`src/rtl/io_port_pkg.sv`:
```
// Shared definitions for the GPIO port bank: register encodings and pin-vector helpers.
package io_port_pkg;

    localparam int REG_SEL_SIZE      = 2;
    localparam int DEFAULT_DATA_SIZE = 8;

    typedef enum logic [REG_SEL_SIZE-1:0] {
        REG_DATA = 2'd0,
        REG_DIR  = 2'd1,
        REG_MASK = 2'd2,
        REG_PEND = 2'd3
    } reg_sel_e;

    // Base bit index of port p inside the flattened pin vectors.
    function automatic int port_slice(input int p, input int width = DEFAULT_DATA_SIZE);
        return p * width;
    endfunction

endpackage

```
`src/rtl/io_port_bank_if.sv`:
```
// Register-select/strobe bus between the MCU controller (master) and the port bank (slave).
interface io_port_bank_if
    import io_port_pkg::*;
#(
    parameter int DATA_SIZE = DEFAULT_DATA_SIZE,
    parameter int SEL_SIZE  = 2
) ();

    logic                    wr_en;
    logic                    rd_en;
    logic [SEL_SIZE-1:0]     port_sel;
    logic [REG_SEL_SIZE-1:0] reg_sel;
    logic [DATA_SIZE-1:0]    wr_data;
    logic [DATA_SIZE-1:0]    rd_data;
    logic                    rd_valid;

    modport master (
        output wr_en, rd_en, port_sel, reg_sel, wr_data,
        input  rd_data, rd_valid
    );

    modport slave (
        input  wr_en, rd_en, port_sel, reg_sel, wr_data,
        output rd_data, rd_valid
    );

endinterface

```
`src/rtl/io_port_channel.sv`:
```
// One GPIO port: DATA/DIR/MASK/PEND registers, input synchroniser, rising-edge
// capture into sticky pending flags, read mux and a local interrupt.
module io_port_channel
    import io_port_pkg::*;
#(
    parameter int DATA_SIZE   = DEFAULT_DATA_SIZE,
    parameter int SYNC_STAGES = 2
) (
    input  logic                 clk,
    input  logic                 rst,
    input  logic                 wr_en,
    input  reg_sel_e             reg_sel,
    input  logic [DATA_SIZE-1:0] wr_data,
    input  logic [DATA_SIZE-1:0] pin_in,
    output logic [DATA_SIZE-1:0] pin_out,
    output logic [DATA_SIZE-1:0] pin_oe,
    output logic [DATA_SIZE-1:0] rd_val,
    output logic                 irq
);

    logic [DATA_SIZE-1:0] data_q;
    logic [DATA_SIZE-1:0] dir_q;
    logic [DATA_SIZE-1:0] mask_q;
    logic [DATA_SIZE-1:0] pend_q;
    logic [DATA_SIZE-1:0] sync_q [SYNC_STAGES];
    logic [DATA_SIZE-1:0] p_in;
    logic [DATA_SIZE-1:0] s_in;
    logic [DATA_SIZE-1:0] edge_set;
    logic [DATA_SIZE-1:0] pend_clr;

    assign s_in = sync_q[SYNC_STAGES-1];

    // p_in follows s_in unconditionally, so DIR/MASK changes can never expose a stale edge.
    assign edge_set = s_in & ~p_in & ~dir_q & mask_q;
    assign pend_clr = (wr_en && reg_sel == REG_PEND) ? wr_data : '0;

    // Pad synchroniser chain and previous-value flop.
    always_ff @(posedge clk or posedge rst) begin
        if (rst) begin
            for (int i = 0; i < SYNC_STAGES; i++) sync_q[i] <= '0;
            p_in <= '0;
        end else begin
            sync_q[0] <= pin_in;
            for (int i = 1; i < SYNC_STAGES; i++) sync_q[i] <= sync_q[i-1];
            p_in <= s_in;
        end
    end

    // DATA/DIR/MASK register writes.
    always_ff @(posedge clk or posedge rst) begin
        if (rst) begin
            data_q <= '0;
            dir_q  <= '0;
            mask_q <= '0;
        end else if (wr_en) begin
            case (reg_sel)
                REG_DATA: data_q <= wr_data;
                REG_DIR:  dir_q  <= wr_data;
                REG_MASK: mask_q <= wr_data;
                default:  ;
            endcase
        end
    end

    // Sticky pending flags; a new edge beats a simultaneous write-1-to-clear.
    always_ff @(posedge clk or posedge rst) begin
        if (rst) pend_q <= '0;
        else     pend_q <= (pend_q & ~pend_clr) | edge_set;
    end

    // Register read mux; DATA shows the latch on driven bits and the pad elsewhere.
    always_comb begin
        rd_val = '0;
        case (reg_sel)
            REG_DATA: rd_val = (dir_q & data_q) | (~dir_q & s_in);
            REG_DIR:  rd_val = dir_q;
            REG_MASK: rd_val = mask_q;
            REG_PEND: rd_val = pend_q;
            default:  rd_val = '0;
        endcase
    end

    assign pin_out = data_q;
    assign pin_oe  = dir_q;
    assign irq     = |(pend_q & mask_q);

endmodule

```
`src/rtl/io_port_bank.sv`:
```
// Bank of NUM_PORTS GPIO channels: address decode, registered read path and combined irq.
module io_port_bank
    import io_port_pkg::*;
#(
    parameter int DATA_SIZE   = DEFAULT_DATA_SIZE,
    parameter int NUM_PORTS   = 4,
    parameter int SEL_SIZE    = 2,
    parameter int SYNC_STAGES = 2
) (
    input  logic                           clk,
    input  logic                           rst,
    io_port_bank_if.slave                  bus,
    input  logic [NUM_PORTS*DATA_SIZE-1:0] pin_in,
    output logic [NUM_PORTS*DATA_SIZE-1:0] pin_out,
    output logic [NUM_PORTS*DATA_SIZE-1:0] pin_oe,
    output logic                           irq
);

    logic [NUM_PORTS-1:0][DATA_SIZE-1:0] ch_rd;
    logic [NUM_PORTS-1:0]                ch_irq;
    logic [NUM_PORTS-1:0]                wr_hit;
    logic [DATA_SIZE-1:0]                rd_mux;
    logic [DATA_SIZE-1:0]                rd_data_q;
    logic                                rd_valid_q;
    reg_sel_e                            reg_sel;

    assign reg_sel = reg_sel_e'(bus.reg_sel);

    for (genvar p = 0; p < NUM_PORTS; p++) begin : g_port
        // Writes to port indices beyond NUM_PORTS match no channel and are dropped.
        assign wr_hit[p] = bus.wr_en && (bus.port_sel == SEL_SIZE'(p));

        io_port_channel #(
            .DATA_SIZE   (DATA_SIZE),
            .SYNC_STAGES (SYNC_STAGES)
        ) u_channel (
            .clk     (clk),
            .rst     (rst),
            .wr_en   (wr_hit[p]),
            .reg_sel (reg_sel),
            .wr_data (bus.wr_data),
            .pin_in  (pin_in [port_slice(p, DATA_SIZE) +: DATA_SIZE]),
            .pin_out (pin_out[port_slice(p, DATA_SIZE) +: DATA_SIZE]),
            .pin_oe  (pin_oe [port_slice(p, DATA_SIZE) +: DATA_SIZE]),
            .rd_val  (ch_rd[p]),
            .irq     (ch_irq[p])
        );
    end

    // Select the addressed channel's read value; unimplemented ports read as zero.
    always_comb begin
        rd_mux = '0;
        for (int p = 0; p < NUM_PORTS; p++) begin
            if (bus.port_sel == SEL_SIZE'(p)) rd_mux = ch_rd[p];
        end
    end

    // Registered read response; sampling pre-edge register state gives read-before-write.
    always_ff @(posedge clk or posedge rst) begin
        if (rst) begin
            rd_data_q  <= '0;
            rd_valid_q <= 1'b0;
        end else begin
            rd_valid_q <= bus.rd_en;
            if (bus.rd_en) rd_data_q <= rd_mux;
        end
    end

    assign bus.rd_data  = rd_data_q;
    assign bus.rd_valid = rd_valid_q;
    assign irq          = |ch_irq;

endmodule

```
`src/flat_wrapper.sv`:
```
// flat-port wrapper written by rule: the top's interface ports become plain ports
module io_port_bank_flat import io_port_pkg::*;
#(
    parameter int DATA_SIZE   = DEFAULT_DATA_SIZE,
    parameter int NUM_PORTS   = 4,
    parameter int SEL_SIZE    = 2,
    parameter int SYNC_STAGES = 2
)
  (clk, rst, pin_in, pin_out, pin_oe, irq, bus_wr_en, bus_rd_en, bus_port_sel, bus_reg_sel, bus_wr_data, bus_rd_data, bus_rd_valid);
  io_port_bank_if #(.DATA_SIZE(DATA_SIZE), .SEL_SIZE(SEL_SIZE)) bus_i ();
  input  logic clk;
  input  logic rst;
  input  logic [NUM_PORTS*DATA_SIZE-1:0] pin_in;
  output logic [NUM_PORTS*DATA_SIZE-1:0] pin_out;
  output logic [NUM_PORTS*DATA_SIZE-1:0] pin_oe;
  output logic irq;
  input wire logic [$bits(bus_i.wr_en)-1:0] bus_wr_en;
  input wire logic [$bits(bus_i.rd_en)-1:0] bus_rd_en;
  input wire logic [$bits(bus_i.port_sel)-1:0] bus_port_sel;
  input wire logic [$bits(bus_i.reg_sel)-1:0] bus_reg_sel;
  input wire logic [$bits(bus_i.wr_data)-1:0] bus_wr_data;
  output wire logic [$bits(bus_i.rd_data)-1:0] bus_rd_data;
  output wire logic [$bits(bus_i.rd_valid)-1:0] bus_rd_valid;
  assign bus_i.wr_en = bus_wr_en;
  assign bus_i.rd_en = bus_rd_en;
  assign bus_i.port_sel = bus_port_sel;
  assign bus_i.reg_sel = bus_reg_sel;
  assign bus_i.wr_data = bus_wr_data;
  assign bus_rd_data = bus_i.rd_data;
  assign bus_rd_valid = bus_i.rd_valid;
  io_port_bank #(.DATA_SIZE(DATA_SIZE), .NUM_PORTS(NUM_PORTS), .SEL_SIZE(SEL_SIZE), .SYNC_STAGES(SYNC_STAGES)) u_core (.clk(clk), .rst(rst), .bus(bus_i), .pin_in(pin_in), .pin_out(pin_out), .pin_oe(pin_oe), .irq(irq));
endmodule
```
`config.mk`:
```
export PLATFORM = sky130hd
export DESIGN_NAME = io_port_bank_flat
export DESIGN_NICKNAME = d
export VERILOG_FILES = /design/src/rtl/io_port_pkg.sv /design/src/rtl/io_port_bank_if.sv /design/src/rtl/io_port_channel.sv /design/src/rtl/io_port_bank.sv /design/src/flat_wrapper.sv
export SDC_FILE = /design/constraint.sdc
export NUM_CORES = 1
export LEC_CHECK = 0
export CORE_MARGIN = 4
export CORE_UTILIZATION = 40
export CTS_BUF_LIST = sky130_fd_sc_hd__clkbuf_4 sky130_fd_sc_hd__clkbuf_8
export DETAILED_ROUTE_END_ITERATION = 8
export PLACE_DENSITY = 0.58
export SYNTH_ARGS = -nofsm -noshare
export SYNTH_HDL_FRONTEND = slang
export SYNTH_HIERARCHICAL = 1
export SYNTH_SLANG_ARGS = --single-unit
```
`constraint.sdc`:
```
create_clock -name clk -period 4.1 [get_ports clk]
set_input_delay 0.615 -clock clk [delete_from_list [all_inputs] [get_ports clk]]
set_output_delay 0.615 -clock clk [all_outputs]
set_load 0.02 [all_outputs]
```
==> summary.md <==
| Metric | Value |
|---|---|
| ANT cells | 0 |
| P&R area growth vs syn | 24.34% |
| DR vias | 6409 |
| P_leak | 0.005245 uW |
| GRT Residual Overflow | 0 |
| Final GP Congestion | 0.7919 |
| Util after Layout | 50.89% |
| Slowest-stage cell, CP | or4_1 |
| CTS buffer count | 42 |
| Power, Total | 6912 uW |
| Postcts setup bufs | 0 |
| Antenna violations before repair | 1 |
| Clock Path Buffers | 3 |
| Final number of hold-violating endpoints | 0 |
| Routed vias/inst | 5.262 |
| CTS tree | done |
| Die Y | 163.4 um |
| Mapped cell area | 9664 um2 |
| Pwr per Cell Area | 575.2 nW/um2 |
| Post-synth EDFFs | 0 |
| Status | finished clean |
| Sequential-to-total area share from yosys stat | 60.33% |
| CTS Sinks | 233 |
| Filler instances | 2084 |
| Cell with the most instances after synthesis | dfrtp_1 |
| CP required | 3480 ps |
| F_max | 308.7 MHz |
| Post-route clock period utilization | 79.01% |
| CP Launch Type | flip-flop |
| Syn Area/Cell | 13.33 um2 |
| Largest area contributor in the netlist | dfrtp_1 |
| DR DRC count | 0 |
| Main synth FF type | dfrtp_1 |
| RSZ-0062 raised after global routing | false |
| Synth cell types | 24 |
| Register area | 5831 um2 |
| First-pass GRT wire length | 38920 um |
| HPWL after DPL | 15950 um |
| I/O pin total | 122 |
| Core area | 23610 um2 |
| Peak VDD IR | 0.2219 mV |
| Initial DRC count | 431 |
| Total negative slack | 0 ps |
| Die W | 163.4 um |
| Vias in the first global route | 6814 |
| DRT Pass-1 Iters | 5 |
| Post-route ant nets | 0 |
| CP Max Fanout | 4 |
| Crit Path Category | flip-flop to primary output |
| Tmin final | 3240 ps |
| Worst path arrival time | 2620 ps |
| Ranking of synthesized cells by area | dfrtp_1, mux2_2, nor4bb_1 |
| Design area | 12020 um2 |
| Final setup fails | 0 |
| Routed length per placed instance | 19.92 um |
| Clock root buffer | clkbuf_8 |
| Fraction of registers with async set or reset after synthesis | 100.0% |
| Slew of the pin with the lowest slew margin | 1181 ps |
| Mapped Nets | 773 |
| Die area | 26710 um2 |
| Slew Limit Headroom | 21.29% |
| Area of the multi-input gates | 3506 um2 |
| HP Class | flip-flop to flip-flop |
| Placement row count | 56 |
| Initial Util | 40.93% |
| Clk_skew | 9.860 ps |
| CP endpoint kind | primary output |
| Global-route total usage across every layer | 18.71% |
| Detailed Route WL | 24260 um |
| CP Cell Sequence | a22oi_1, nand4_1, or4_1, clkdlybuf4s50_1 |
| Post-Synthesis Cells | 725 |
| Dpl ws | 1071 ps |
| Max cap viols | 0 |
| Synth top area share | 60.33% |
| Critical Path Max Stage Delay | 620 ps |
| Share of cells above drive strength 1 | 25.14% |
| # port buffers | 121 |
| Worst-path clk slew | 60 ps |
| Fin nets | 916 |
| Synth Register Bits | 233 |
| PostCTS Resize Cnt | 0 |
| Hold-fix buffers, CTS | 0 |
| Final-report max-slew violation count | 0 |
| Largest net degree at the start of global routing | 90 |
| Placed Area | 11120 um2 |
| Clk_lat worst skew | 520 ps |
| Critical path buffer and inverter count | 1 |
| Commonest cells post-synth | dfrtp_1, mux2_2, nand2_1 |
| # H-tree levels | 2 |
| CP delay by family, top | simple AND/OR/NAND/NOR gates |
| PnR worst setup slack | 860.4 ps |
| Yosys warning total | 6 |
==> report_power, final <==
group | internal [uW] | total [uW] | switching, uW | leakage, uW
registers | 2720 | 3100 | 381 | 0.00275
clock network | 1320 | 2260 | 936 | 0.000487
logic | 843 | 1550 | 710 | 0.00201
total | 4880 | 6910 | 2030 | 0.00525
==> through the flow <==
step,hold slack (ps),cells
6_report,345.6,1218
4_1_cts,347.9,1218
3_5_place_dp,334.7,1143
2_1_floorplan,331.2,725
3_3_place_gp,332.6,1143
5_1_grt,356.8,1218
==> placed cells by master, fill, tap and decap left out, types with 6 or more instances in the layout <==
cell type	synthesis	layout
clkbuf_8	0	57
a22oi_1	16	16
nand3b_2	8	8
dfrtp_1	233	233
nand2_1	66	66
nand2b_1	9	9
nor4bb_1	32	32
clkdlybuf4s50_1	0	119
clkinv_2	0	8
o21ai_0	64	64
inv_1	37	33
mux2_2	128	128
buf_4	1	6
mux2i_1	16	16
o31a_1	32	32
o221ai_1	8	8
clkbuf_4	0	9
a21o_1	32	32
==> per-layer routing <==
metal	track usage [%]	part of all wire [%]	vias up
met2	30.36	48	181
met4	6.024	2.4	0
li1	-	-	2927
met1	25.46	44	3263
met3	3.735	5.0	38
met5	0	0	-
==> worst paths after layout <==
path,start,to,slack (ps),cells past startpoint
min reg2reg,u_core/g_port[3].u_channel/sync_q[10]$_DFF_PP0_,u_core/g_port[3].u_channel/s_in[2]$_DFF_PP0_,350,0
max,u_core/g_port[0].u_channel/mask_q[3]$_DFFE_PP0P_,irq,860,4
max in group asynchronous,rst,u_core/g_port[3].u_channel/p_in[0]$_DFF_PP0_,2410,2
max reg2reg,u_core/g_port[2].u_channel/s_in[7]$_DFF_PP0_,u_core/bus.rd_data[7]$_DFFE_PP0P_,2540,5
min in group asynchronous,rst,u_core/bus.rd_valid$_DFF_PP0_,630,2
min,u_core/g_port[3].u_channel/sync_q[10]$_DFF_PP0_,u_core/g_port[3].u_channel/s_in[2]$_DFF_PP0_,350,0
==> final cells by class <==
| class | instances | area share (%) |
|---|---|---|
| Tap cell | 319 | 3.322 |
| Sequential cell | 233 | 48.52 |
| Clock inverter | 9 | 0.4061 |
| Clock buffer | 66 | 7.091 |
| Multi-Input combinational cell | 428 | 29.18 |
| Timing Repair Buffer | 126 | 10.33 |
| Inverter | 37 | 1.156 |
==> state kept, by name, summed over array words and instances (netlist names) <==
| name | flops |
|---|---|
| u_core/g_port.u_channel/mask_q | 32 |
| u_core/bus.rd_data | 8 |
| u_core/bus.rd_valid | 1 |
| u_core/g_port.u_channel/pend_q | 32 |
| u_core/g_port.u_channel/pin_out | 32 |
| u_core/g_port.u_channel/p_in | 32 |
| u_core/g_port.u_channel/pin_oe | 32 |
| u_core/g_port.u_channel/s_in | 32 |
| u_core/g_port.u_channel/sync_q | 32 |
==> cells by family (layout without fill, tap and decap cells) <==
family                 after synthesis  after routing  synth area share [%]
flip-flops                         233            233                 60.33
AO/OA/AOI/OAI                      152            152                 10.67
multiplexers                       144            144                 16.57
AND/OR/NAND/NOR                    132            132                 9.037
buffers and inverters               64            238                 3.392
(Power assumes the default switching activity.)
